## src/rtl/qft_row_sequencer_if.sv

```systemverilog
// qft_row_sequencer_if: vector-in / amplitude-out handshake bundle for the QFT row sequencer
interface qft_row_sequencer_if #(
  parameter int IN_W  = 8,
  parameter int OUT_W = 13
);
  logic                  in_valid;
  logic                  in_ready;
  logic [3:0][IN_W-1:0]  in_r;
  logic [3:0][IN_W-1:0]  in_i;
  logic                  out_valid;
  logic                  out_ready;
  logic                  out_last;
  logic [1:0]            out_idx;
  logic [OUT_W-1:0]      out_r;
  logic [OUT_W-1:0]      out_i;
  modport master (
    output in_valid, in_r, in_i, out_ready,
    input  in_ready, out_valid, out_last, out_idx, out_r, out_i
  );
  modport slave (
    input  in_valid, in_r, in_i, out_ready,
    output in_ready, out_valid, out_last, out_idx, out_r, out_i
  );
endinterface

```

## src/rtl/qft_row_sequencer.sv

```systemverilog
// qft_row_sequencer: 4-point QFT computed row by row on one time-shared complex MAC
module qft_row_sequencer #(
  parameter int IN_W    = 8,
  parameter int TW_W    = 12,
  parameter int TW_FRAC = 10,
  parameter int OUT_W   = 13,
  parameter int ACC_W   = 23
) (
  input  logic                clk,
  input  logic                rst_n,
  qft_row_sequencer_if.slave  bus,
  output logic                busy_o
);
  typedef enum logic [1:0] {IDLE, RUN, OUT} state_t;
  localparam logic signed [TW_W-1:0] ONE = TW_W'(1 << TW_FRAC);
  state_t                      state_q, state_d;
  logic [1:0]                  k_q, k_d, n_q, n_d, idx_q, idx_d;
  logic [3:0][IN_W-1:0]        xr_q, xr_d, xi_q, xi_d;
  logic signed [ACC_W-1:0]     acc_r_q, acc_r_d, acc_i_q, acc_i_d;
  logic [OUT_W-1:0]            out_r_q, out_r_d, out_i_q, out_i_d;
  logic                        valid_q, valid_d, last_q, last_d;
  logic [1:0]                  m;
  logic signed [TW_W-1:0]      cos_w, sin_w;
  logic signed [ACC_W-1:0]     xr_e, xi_e, c_e, s_e, sum_r, sum_i;
  assign bus.in_ready  = (state_q == IDLE);
  assign bus.out_valid = valid_q;
  assign bus.out_last  = last_q;
  assign bus.out_idx   = idx_q;
  assign bus.out_r     = out_r_q;
  assign bus.out_i     = out_i_q;
  assign busy_o        = (state_q != IDLE);
  // twiddle lookup and one complex MAC step for column n of row k
  always_comb begin
    m     = 2'(k_q * n_q);
    cos_w = (m == 2'd0) ? ONE : (m == 2'd2) ? -ONE : '0;
    sin_w = (m == 2'd1) ? ONE : (m == 2'd3) ? -ONE : '0;
    xr_e  = ACC_W'($signed(xr_q[n_q]));
    xi_e  = ACC_W'($signed(xi_q[n_q]));
    c_e   = ACC_W'(cos_w);
    s_e   = ACC_W'(sin_w);
    sum_r = acc_r_q + (xr_e * c_e - xi_e * s_e);
    sum_i = acc_i_q + (xr_e * s_e + xi_e * c_e);
  end
  // next-state and datapath updates for IDLE / RUN / OUT
  always_comb begin
    state_d = state_q;
    k_d     = k_q;
    n_d     = n_q;
    idx_d   = idx_q;
    xr_d    = xr_q;
    xi_d    = xi_q;
    acc_r_d = acc_r_q;
    acc_i_d = acc_i_q;
    out_r_d = out_r_q;
    out_i_d = out_i_q;
    valid_d = valid_q;
    last_d  = last_q;
    if (state_q == IDLE && bus.in_valid) begin
      xr_d    = bus.in_r;
      xi_d    = bus.in_i;
      acc_r_d = '0;
      acc_i_d = '0;
      k_d     = '0;
      n_d     = '0;
      state_d = RUN;
    end else if (state_q == RUN) begin
      acc_r_d = sum_r;
      acc_i_d = sum_i;
      n_d     = (n_q == 2'd3) ? n_q : n_q + 2'd1;
      if (n_q == 2'd3) begin
        out_r_d = OUT_W'(sum_r >>> TW_FRAC);
        out_i_d = OUT_W'(sum_i >>> TW_FRAC);
        idx_d   = k_q;
        last_d  = (k_q == 2'd3);
        valid_d = 1'b1;
        state_d = OUT;
      end
    end else if (state_q == OUT && bus.out_ready) begin
      valid_d = 1'b0;
      last_d  = 1'b0;
      state_d = (k_q == 2'd3) ? IDLE : RUN;
      k_d     = (k_q == 2'd3) ? k_q : k_q + 2'd1;
      n_d     = '0;
      acc_r_d = '0;
      acc_i_d = '0;
    end
  end
  // state and datapath registers; reset aborts any vector in flight
  always_ff @(posedge clk or negedge rst_n) begin
    if (!rst_n) begin
      state_q <= IDLE;
      k_q     <= '0;
      n_q     <= '0;
      idx_q   <= '0;
      xr_q    <= '0;
      xi_q    <= '0;
      acc_r_q <= '0;
      acc_i_q <= '0;
      out_r_q <= '0;
      out_i_q <= '0;
      valid_q <= 1'b0;
      last_q  <= 1'b0;
    end else begin
      state_q <= state_d;
      k_q     <= k_d;
      n_q     <= n_d;
      idx_q   <= idx_d;
      xr_q    <= xr_d;
      xi_q    <= xi_d;
      acc_r_q <= acc_r_d;
      acc_i_q <= acc_i_d;
      out_r_q <= out_r_d;
      out_i_q <= out_i_d;
      valid_q <= valid_d;
      last_q  <= last_d;
    end
  end
endmodule

```

## src/flat_wrapper.sv

```systemverilog
// flat-port wrapper written by rule: the top's interface ports become plain ports
module qft_row_sequencer_flat 
#(
  parameter int IN_W    = 8,
  parameter int TW_W    = 12,
  parameter int TW_FRAC = 10,
  parameter int OUT_W   = 13,
  parameter int ACC_W   = 23
)
  (clk, rst_n, busy_o, bus_in_valid, bus_in_r, bus_in_i, bus_out_ready, bus_in_ready, bus_out_valid, bus_out_last, bus_out_idx, bus_out_r, bus_out_i);
  qft_row_sequencer_if #(.IN_W(IN_W), .OUT_W(OUT_W)) bus_i ();
  input  logic clk;
  input  logic rst_n;
  output logic busy_o;
  input wire logic [$bits(bus_i.in_valid)-1:0] bus_in_valid;
  input wire logic [$bits(bus_i.in_r)-1:0] bus_in_r;
  input wire logic [$bits(bus_i.in_i)-1:0] bus_in_i;
  input wire logic [$bits(bus_i.out_ready)-1:0] bus_out_ready;
  output wire logic [$bits(bus_i.in_ready)-1:0] bus_in_ready;
  output wire logic [$bits(bus_i.out_valid)-1:0] bus_out_valid;
  output wire logic [$bits(bus_i.out_last)-1:0] bus_out_last;
  output wire logic [$bits(bus_i.out_idx)-1:0] bus_out_idx;
  output wire logic [$bits(bus_i.out_r)-1:0] bus_out_r;
  output wire logic [$bits(bus_i.out_i)-1:0] bus_out_i;
  assign bus_i.in_valid = bus_in_valid;
  assign bus_i.in_r = bus_in_r;
  assign bus_i.in_i = bus_in_i;
  assign bus_i.out_ready = bus_out_ready;
  assign bus_in_ready = bus_i.in_ready;
  assign bus_out_valid = bus_i.out_valid;
  assign bus_out_last = bus_i.out_last;
  assign bus_out_idx = bus_i.out_idx;
  assign bus_out_r = bus_i.out_r;
  assign bus_out_i = bus_i.out_i;
  qft_row_sequencer #(.IN_W(IN_W), .TW_W(TW_W), .TW_FRAC(TW_FRAC), .OUT_W(OUT_W), .ACC_W(ACC_W)) u_core (.clk(clk), .rst_n(rst_n), .bus(bus_i), .busy_o(busy_o));
endmodule
```

## config.mk

```make
export PLATFORM = sky130hd
export DESIGN_NAME = qft_row_sequencer_flat
export DESIGN_NICKNAME = d
export VERILOG_FILES = /design/src/rtl/qft_row_sequencer_if.sv /design/src/rtl/qft_row_sequencer.sv /design/src/flat_wrapper.sv
export SDC_FILE = /design/constraint.sdc
export NUM_CORES = 1
export LEC_CHECK = 0
export ABC_AREA = 0
export CORE_MARGIN = 3
export CORE_UTILIZATION = 35
export DETAILED_ROUTE_END_ITERATION = 7
export HOLD_SLACK_MARGIN = 0.03
export SLEW_MARGIN = 5
export SYNTH_ARGS = -nofsm -noshare
export SYNTH_HDL_FRONTEND = slang
export SYNTH_SLANG_ARGS = --single-unit
```

## constraint.sdc

```tcl
create_clock -name clk -period 8 [get_ports clk]
set_input_delay 1.6 -clock clk [delete_from_list [all_inputs] [get_ports clk]]
set_output_delay 1.6 -clock clk [all_outputs]
set_load 0.05 [all_outputs]
```

### Yosys cells after proc, flatten, opt, wreduce, memory -nomap -nowiden

Cells that the tools add are included.

| storage, ports and cells | value |
|---|---|
| output and inout bits | 32 |
| word-level logic and storage cells | 87 |
| flip-flop bits (word level) | 146 |
| ROM bits | 0 |
| latch bits | 0 |
| memory bits (writable) | 0 |
| memories kept | 0 |
| input bits | 68 |

| cells by class | value |
|---|---|
| shift operators | 0 |
| bitwise logic cells | 1 |
| reduce and logical (&&, ||, !) cells | 13 |
| divide/modulo/power cells | 0 |
| multiply operators | 5 |
| muxes and demuxes | 31 |
| equal/unequal tests | 12 |
| add/subtract/negate cells | 6 |
| $lt $le $gt $ge | 1 |

Operators by type and width:

| operator | number |
|---|---|
| $mux 23 | 5 |
| $mul 8x12->20 | 4 |
| $add 23x23->23 | 3 |
| $mux 12 | 4 |
| $bmux 8 s2 | 2 |
| $mux 2 | 12 |
| $sub 23x23->23 | 1 |
| $mux 8 | 2 |
| $eq 2x2->1 const B | 5 |
| $reduce_and 3->1 | 3 |
| $mux 1 | 6 |
| $ne 3x2->1 const B | 2 |
| $reduce_bool 2->1 | 3 |
| $add 2x1->2 const B | 2 |
| $eq 2x1->1 const B | 2 |
| $logic_not 2->1 | 2 |
| $ne 2x1->1 const B | 2 |
| $reduce_and 2->1 | 2 |
| $lt 2x3->1 const B | 1 |
| $reduce_bool 3->1 | 1 |
| $logic_and 1x1->1 | 2 |
| $mul 2x2->2 | 1 |
| $ne 2x2->1 const B | 1 |
| $not 1->1 | 1 |

### Depth between registers and ports, before layout

Gate-level depths: netlist (run 1).

| logic depth | value |
|---|---|
| word-level depth | 9 |
| gate-level depth with buffers | 31 |
| gate-level depth less buffers | 29 |

### Worst setup path after synthesis (run 1)

Ideal clock, no wire load.

| path | value |
|---|---|
| path type | reg-to-reg |
| start point | reg u_core.n_q[1] |
| end point | reg u_core.out_r_q[12] (netlist: u_core.bus.out_r[12]) |
| required time | 7.865 ns |
| setup time | 0.135 ns |
| slack | 0.830 ns |
| arrival | 7.035 ns |
| path buffers | 3 |
| stages on the path, launching flop included | 28 |
| clock period less this slack | 7.170 ns |
| cells stage by stage | dfrtp_1 > buf_6 > buf_2 > buf_1 > mux4_2 > and2_1 > ha_1 > xnor2_1 > inv_1 > ha_1 > fa_1 > inv_1 > fa_1 > inv_1 > ha_1 > nor2b_1 > o21a_1 > o41a_1 > xnor2_1 > fa_1 > ha_1 > a21oi_1 > nand2_1 > a221oi_1 > a21oi_1 > xnor2_1 > xnor2_1 > o21ai_0 |

| between the ends | value |
|---|---|
| longest elaborated chain between the ends | 7 |
| elaborated cells on any way between the ends | 19 |
| classes of those cells | 2 x add/sub; 3 x mul; 4 x eq/ne; 8 x mux; 2 x reduce/logical |

Ends and longest elaborated chain:

| item | line | source |
|---|---|---|
| start, declared | qft_row_sequencer.sv:17 | `logic [1:0] k_q, k_d, n_q, n_d, idx_q, idx_d;` |
| start signal, assigned | qft_row_sequencer.sv:106 | `n_q <= n_d;` |
| $mul 2x2->2 | qft_row_sequencer.sv:34 | `m = 2'(k_q * n_q);` |
| $eq 2x2->1, on equally long branches | qft_row_sequencer.sv:35, qft_row_sequencer.sv:36 |  |
| $mux 12, on equally long branches (2 in series) | qft_row_sequencer.sv:35, qft_row_sequencer.sv:36 |  |
| $mul 8x12->20 | qft_row_sequencer.sv:41 | `sum_r = acc_r_q + (xr_e * c_e - xi_e * s_e);` |
| $sub 23x23->23 | qft_row_sequencer.sv:41 |  |
| $add 23x23->23 | qft_row_sequencer.sv:41 |  |
| end signal, assigned | qft_row_sequencer.sv:112 | `out_r_q <= out_r_d;` |
| end, declared | qft_row_sequencer.sv:20 | `logic [OUT_W-1:0] out_r_q, out_r_d, out_i_q, out_i_d;` |

Several ways; a longest one is shown, not always the timed one. The select of a mux whose other input is x is not followed.
A chain may end at the register's enable or synchronous reset.

### Worst setup path in the final report (run 1)

Same ends and word-level chain as after synthesis.

==> results.toml, run 1 <==
[status]
status = "finished clean"

[timing]
min_period_ps = 7350
max-slew-margin-rel = 0.345
setup_violations = 0
worst_slew_pin_slew_ps = 982
min_period_over_period = 0.919
report.final.slew_viol_count = 0
max_freq_mhz = 136
setup_tns_ps = 0
skew_ps = 11.4
hold_violations = 0
rsz0062_at_grt = "false"

[routing]
vias = 8955
wl_per_cell_um = 16.1
drc_errors = 0
antenna_left = 0
vias_per_cell = 4.89
drt_iter0_drc = 368
firstDrtPassIters = 7
routed_wirelength_mm = 29.5

[clocking]
cts_hold_buffers = 0
tritoncts = "built"
clk_pin_slew_ps = 60
htree_levels = 4
clock_latency_ps = 430
cts.repair.resized = 0
cts_buffers = 17
cts-root-buf = "clkbuf_16"
clock-sinks = 134
cts_buffer_depth = 2
cts_setup_buffers = 0

[yosys]
synth_cell_type_count = 59
synth_top_cell_by_area = "dfrtp_1"
synth_edf_count = 0
synthFlopType = "dfrtp_1"
synth_seq_cells = 134
synth.area.top_cells = "dfrtp_1 26%, fa_1 17%, ha_1 13%"
netlist_instances = 1261
synth_area_mm2 = 0.0127
synth_top_area_share = 0.264
postSynthAreaPerCell_um2 = 10.1
async_flop_share = 1.00
ys_warn_count = 0
syn_nets = 1573
synth-seq-area-share = 0.264

[global_route]
grt_overflow = 0
antenna_found_initial = 0
grt_pass1_wl_mm = 48.8
grt_max_degree = 76
grt_pass1_vias = 9451
track_usage = 0.159

[worst_setup_path]
critPathLaunchType = "register"
endpoint_kind = "register"
slowest_delay_ps = 660
crit_fanout = 15
rrSetupSlack_ps = 650
crit_type = "reg -> reg"
crit_required_ps = 8300
arrival_ps = 7650
cp_common_cell = "ha_1"
cpMaxStageDelayCell = "dfrtp_1"

[floorplanning]
start_util = 0.356
rows = 69
io_pins = 100
die_h_um = 197
coreArea_mm2 = 0.0357
die_w_um = 197
die_area_mm2 = 0.0387

[finish]
areaGrowthSynthToFinish_pct = 16.9
drive_above_1_share = 0.106
n_antenna_cell = 0
layout.nets = 1671

[min_path]
hp-class = "reg -> reg"

[placed_design]
gp_congestion = 0.849
numPortBuffers = 99
hpwl_mm = 23.6

[run]
drv_cap = 0
==> cells by family after synthesis <==
logic type	after synthesis	synth area share
adders and majority gates	244	0.303
and+or+nand+nor	244	0.0896
buffers and inverters	239	0.0720
AOI/OAI and AO/OA	202	0.107
DFF	134	0.264
xor gates and xnor gates	106	0.0730
muxes	92	0.0919
==> placed cells by master, fill, tap and decap left out, types with 11 or more instances in the layout <==
cell,instances
a21oi_1,49
a22o_1,14
and2_1,36
buf_4,16
clkbuf_16,17
clkdlybuf4s50_1,98
dfrtp_1,134
fa_1,107
ha_1,137
inv_1,200
mux2_2,71
mux4_2,12
nand2_1,101
nand2b_1,15
nor2_1,50
nor3_1,11
o21ai_0,50
o21bai_1,11
xnor2_1,69
xor2_1,37
==> critical path, delay by kind of cell, from the launching register on <==
family | cells | cell delay [ps]
buffers and inverters | 4 | 510
AND/OR/NAND/NOR | 4 | 610
XOR/XNOR | 4 | 1240
AO/OA/AOI/OAI | 7 | 1300
flip-flops | 1 | 660
adder cells (fa/ha/maj) | 7 | 2880
==> final timing paths <==
kind / cells after the start / endpoint / startpoint
setup reg to reg: 26 / u_core.bus.out_r[12] / u_core.n_q[1]
hold / removal: 2 / u_core.bus.out_idx[0] / u_core.bus.out_idx[0]
max in group asynchronous: 2 / u_core.xi_q[28] / rst_n
setup / recovery: 26 / u_core.bus.out_r[12] / u_core.n_q[1]
min in group asynchronous: 1 / u_core.bus.out_r[9] / rst_n
hold reg to reg: 2 / u_core.bus.out_idx[0] / u_core.bus.out_idx[0]
==> metal layers <==
metal / vias to the layer above / part of all wire / track usage
li1: 4360 / - / -
met1: 4447 / 0.45 / 0.206
met2: 115 / 0.51 / 0.278
met3: 33 / 0.024 / 0.0229
met4: 0 / 0.019 / 0.0465
met5: - / 0 / 0
==> state kept, by name, summed over array words and instances (netlist names) <==
register and count:
u_core.acc_i_q 13, u_core.acc_r_q 21, u_core.bus.out_i 13, u_core.bus.out_idx 2, u_core.bus.out_last 1, u_core.bus.out_r 13
u_core.bus.out_valid 1, u_core.k_q 2, u_core.n_q 2, u_core.state_q 2, u_core.xi_q 32, u_core.xr_q 32
==> cells in the mapped netlist, types with 2 or more instances <==
cell and count:
and2_1 37, mux2_2 71, o211a_1 2, mux2i_1 7
dfrtp_1 134, o41a_1 5, a21o_1 8, nor2_1 50
a211o_1 3, clkbuf_1 27, xor2_1 37, nor2b_1 10
o21bai_1 11, xnor2_1 69, nand2_1 101, a311oi_1 2
a21oi_1 49, a22o_1 14, buf_2 5, a21oi_2 3
o22ai_1 3, o211ai_1 3, nand4_1 2, a221oi_1 2
buf_1 4, o21a_1 11, or4_1 2, a211oi_1 9
nand3_1 5, mux2_4 2, o21ai_0 50, ha_1 137
a41o_1 4, a31o_2 2, nor4b_1 2, a31oi_1 9
mux4_2 12, inv_1 200, inv_4 2, fa_1 107
o22a_1 2, o21ai_4 2, or3_1 4, nor3_1 11
nand2b_1 15
==> cell type report <==
class                   count  area (µm²)
fillers                  3468       20900
clock inverters            10         130
well taps                 461         577
inverters                 202         763
multi-input cells         888        8460
flip-flops and latches    134        3350
repair buffers            116        1130
clock buffers              20         457
==> stage by stage <==
stage	instances	utilization	hold slack (ps)	instance area, µm²	setup WS, ps
final	1831	0.416	477	14900	646
after global routing	1831	0.416	509	14900	11.6
after CTS	1831	0.416	482	14900	596
after detailed placement	1801	0.400	467	14300	614
after global placement	1801	0.400	462	14300	649
after floorplan	1261	-	450	12700	830
Power of run 1 is left out: the tool's default activity adds up to more than one toggle a clock period on the data nets, which glitch-free logic cannot reach.
==> inputs of run 2 (changes only) <==
--- a/config.mk
+++ b/config.mk
@@ -6,10 +6,11 @@
 export NUM_CORES = 1
 export LEC_CHECK = 0
 export ABC_AREA = 0
-export CORE_MARGIN = 3
+export CORE_MARGIN = 4
 export CORE_UTILIZATION = 35
 export DETAILED_ROUTE_END_ITERATION = 7
 export HOLD_SLACK_MARGIN = 0.03
+export MAX_ROUTING_LAYER = met4
 export SLEW_MARGIN = 5
 export SYNTH_ARGS = -nofsm -noshare
 export SYNTH_HDL_FRONTEND = slang
==> constraint.sdc (replaced) <==
create_clock -name clk -period 8 [get_ports clk]
set_input_delay 0.8 -clock clk [delete_from_list [all_inputs] [get_ports clk]]
set_output_delay 0.8 -clock clk [all_outputs]
set_load 0.05 [all_outputs]
==> run 2 against run 1 <==
Effect of this change: sequential share of layout area is 0.060 points lower; non-clock buffer count is 2 higher; utilization is 0.13 points higher; first-iteration DRC count is 12% lower; flip-flop and latch count stayed put; cell count is 0.16% higher; worst setup slack better by 2.4 ps; highest routed layer unchanged.
==> results.toml, run 2 (synthesis results as in run 1) <==
[floorplanning]
start_util = 0.356
die_w_um = 199
die_area_mm2 = 0.0395
coreArea_mm2 = 0.0357
rows = 69
io_pins = 100
die_h_um = 199

[global_route]
grt_overflow = 0
grt_pass1_vias = 9214
antenna_found_initial = 0
grt_pass1_wl_mm = 47.9
track_usage = 0.157
grt_max_degree = 76

[worst_setup_path]
crit_type = "reg -> reg"
slowest_delay_ps = 610
rrSetupSlack_ps = 650
crit_fanout = 15
crit_required_ps = 8300
worstRegToRegCells = 25
cp_common_cell = "ha_1"
endpoint_kind = "register"
worstReg2RegEnd = "u_core.bus.out_r[12]"
critPathLaunchType = "register"
arrival_ps = 7650
cpMaxStageDelayCell = "mux4_2"
timing.rr.start = "u_core.n_q[0]"
crit_path_start = "u_core.n_q[0]"
crit_end = "u_core.bus.out_r[12]"

[clocking]
htree_levels = 4
cts_buffer_depth = 2
clock_latency_ps = 430
cts_buffers = 17
tritoncts = "built"
clock-sinks = 134
cts-root-buf = "clkbuf_16"
clk_pin_slew_ps = 60

[routing]
drc_errors = 0
drt_iter0_drc = 325
antenna_left = 0
vias = 8926
wl_per_cell_um = 16.0
firstDrtPassIters = 5
vias_per_cell = 4.87
routed_wirelength_mm = 29.3

[timing]
min_period_ps = 7350
max_freq_mhz = 136
min_period_over_period = 0.919
skew_ps = 10.9
max-slew-margin-rel = 0.397
worst_slew_pin_slew_ps = 905
report.final.slew_viol_count = 0
setup_violations = 0
rsz0062_at_grt = "false"
hold_violations = 0
setup_tns_ps = 0

[finish]
reg_top3 = "u_core.xi_q: 32 flops, u_core.xr_q: 32 flops, u_core.acc_r_q: 21 flops"
drive_above_1_share = 0.109
areaGrowthSynthToFinish_pct = 17.2
mostFrequentLayoutCells = "200 x inv_1, 137 x ha_1, 133 x dfrtp_1"
final_util = 0.417
layout.nets = 1673
n_fill_cell = 3457
final_common_cell = "inv_1"
final_area_mm2 = 0.0149
n_antenna_cell = 0

[run]
drv_cap = 0

[placed_design]
numPortBuffers = 99
place_area_mm2 = 0.0143
hpwl_mm = 23.5
gp_congestion = 0.880

[min_path]
hp-class = "in -> async"

[status]
status = "finished clean"
[run 2: changes by cell type in the layout (fill, tap and decap cells not counted)]
cell and delta:
o21a_1 +1, clkinv_2 -2, buf_12 -1, o21a_2 -1
buf_4 +3, clkinv_4 +2, bufinv_16 +1, dfrtp_2 +1
clkbuf_1 -1, inv_6 +1, dfrtp_1 -1
[run 2: how the worst min path moves through the flow]
stage / endpoint / slack (ps) / cells past startpoint
after floorplan: u_core.acc_i_q[16] / 450 / 2
after global placement: u_core.bus.out_valid / 460 / 2
after detailed placement: u_core.bus.out_valid / 470 / 2
after CTS: u_core.acc_r_q[19] / 400 / 1
after global routing: u_core.bus.out_r[3] / 430 / 1
final: u_core.bus.out_r[3] / 350 / 1
[run 2: critical path: cells and delay by family, from the launching register on]
kind	cells	cell delay (ps)
buffers and inverters	4	580
adder cells (fa/ha/maj)	7	2910
multiplexers	1	610
XOR/XNOR	4	1250
flip-flops	1	350
AO/OA/AOI/OAI	6	1110
AND/OR/NAND/NOR	3	400
[run 2: layout make-up]
class	instances	area, µm²	area share
flip-flops and latches	134	3350	0.225
well taps	461	577	0.0387
multi-input cells	888	8460	0.567
repair buffers	118	1130	0.0761
clock inverters	12	176	0.0118
clock buffers	19	453	0.0304
inverters	202	763	0.0512
[run 2: stage by stage]
step	worst slack [ps]	hold WS (ps)	cells
4_1_cts	465	401	1834
3_3_place_gp	682	464	1803
3_5_place_dp	487	470	1803
2_1_floorplan	830	450	1261
6_report	648	350	1834
5_1_grt	115	433	1834
[run 2: metal layers]
metal	vias to the layer above	global-route usage	routed length, µm
li1	4375	-	-
met1	4389	0.201	13000
met2	136	0.262	14900
met3	26	0.0246	875
met4	0	0.0377	501
met5	-	-	0
[run 2: timing repair]
action	in CTS	in global routing
buffers inserted	0	0
hold endpoints to repair	0	0
hold buffers	0	0
setup endpoints to repair	0	2
gates resized for setup	0	1
Power of run 2 is left out for the same reason.
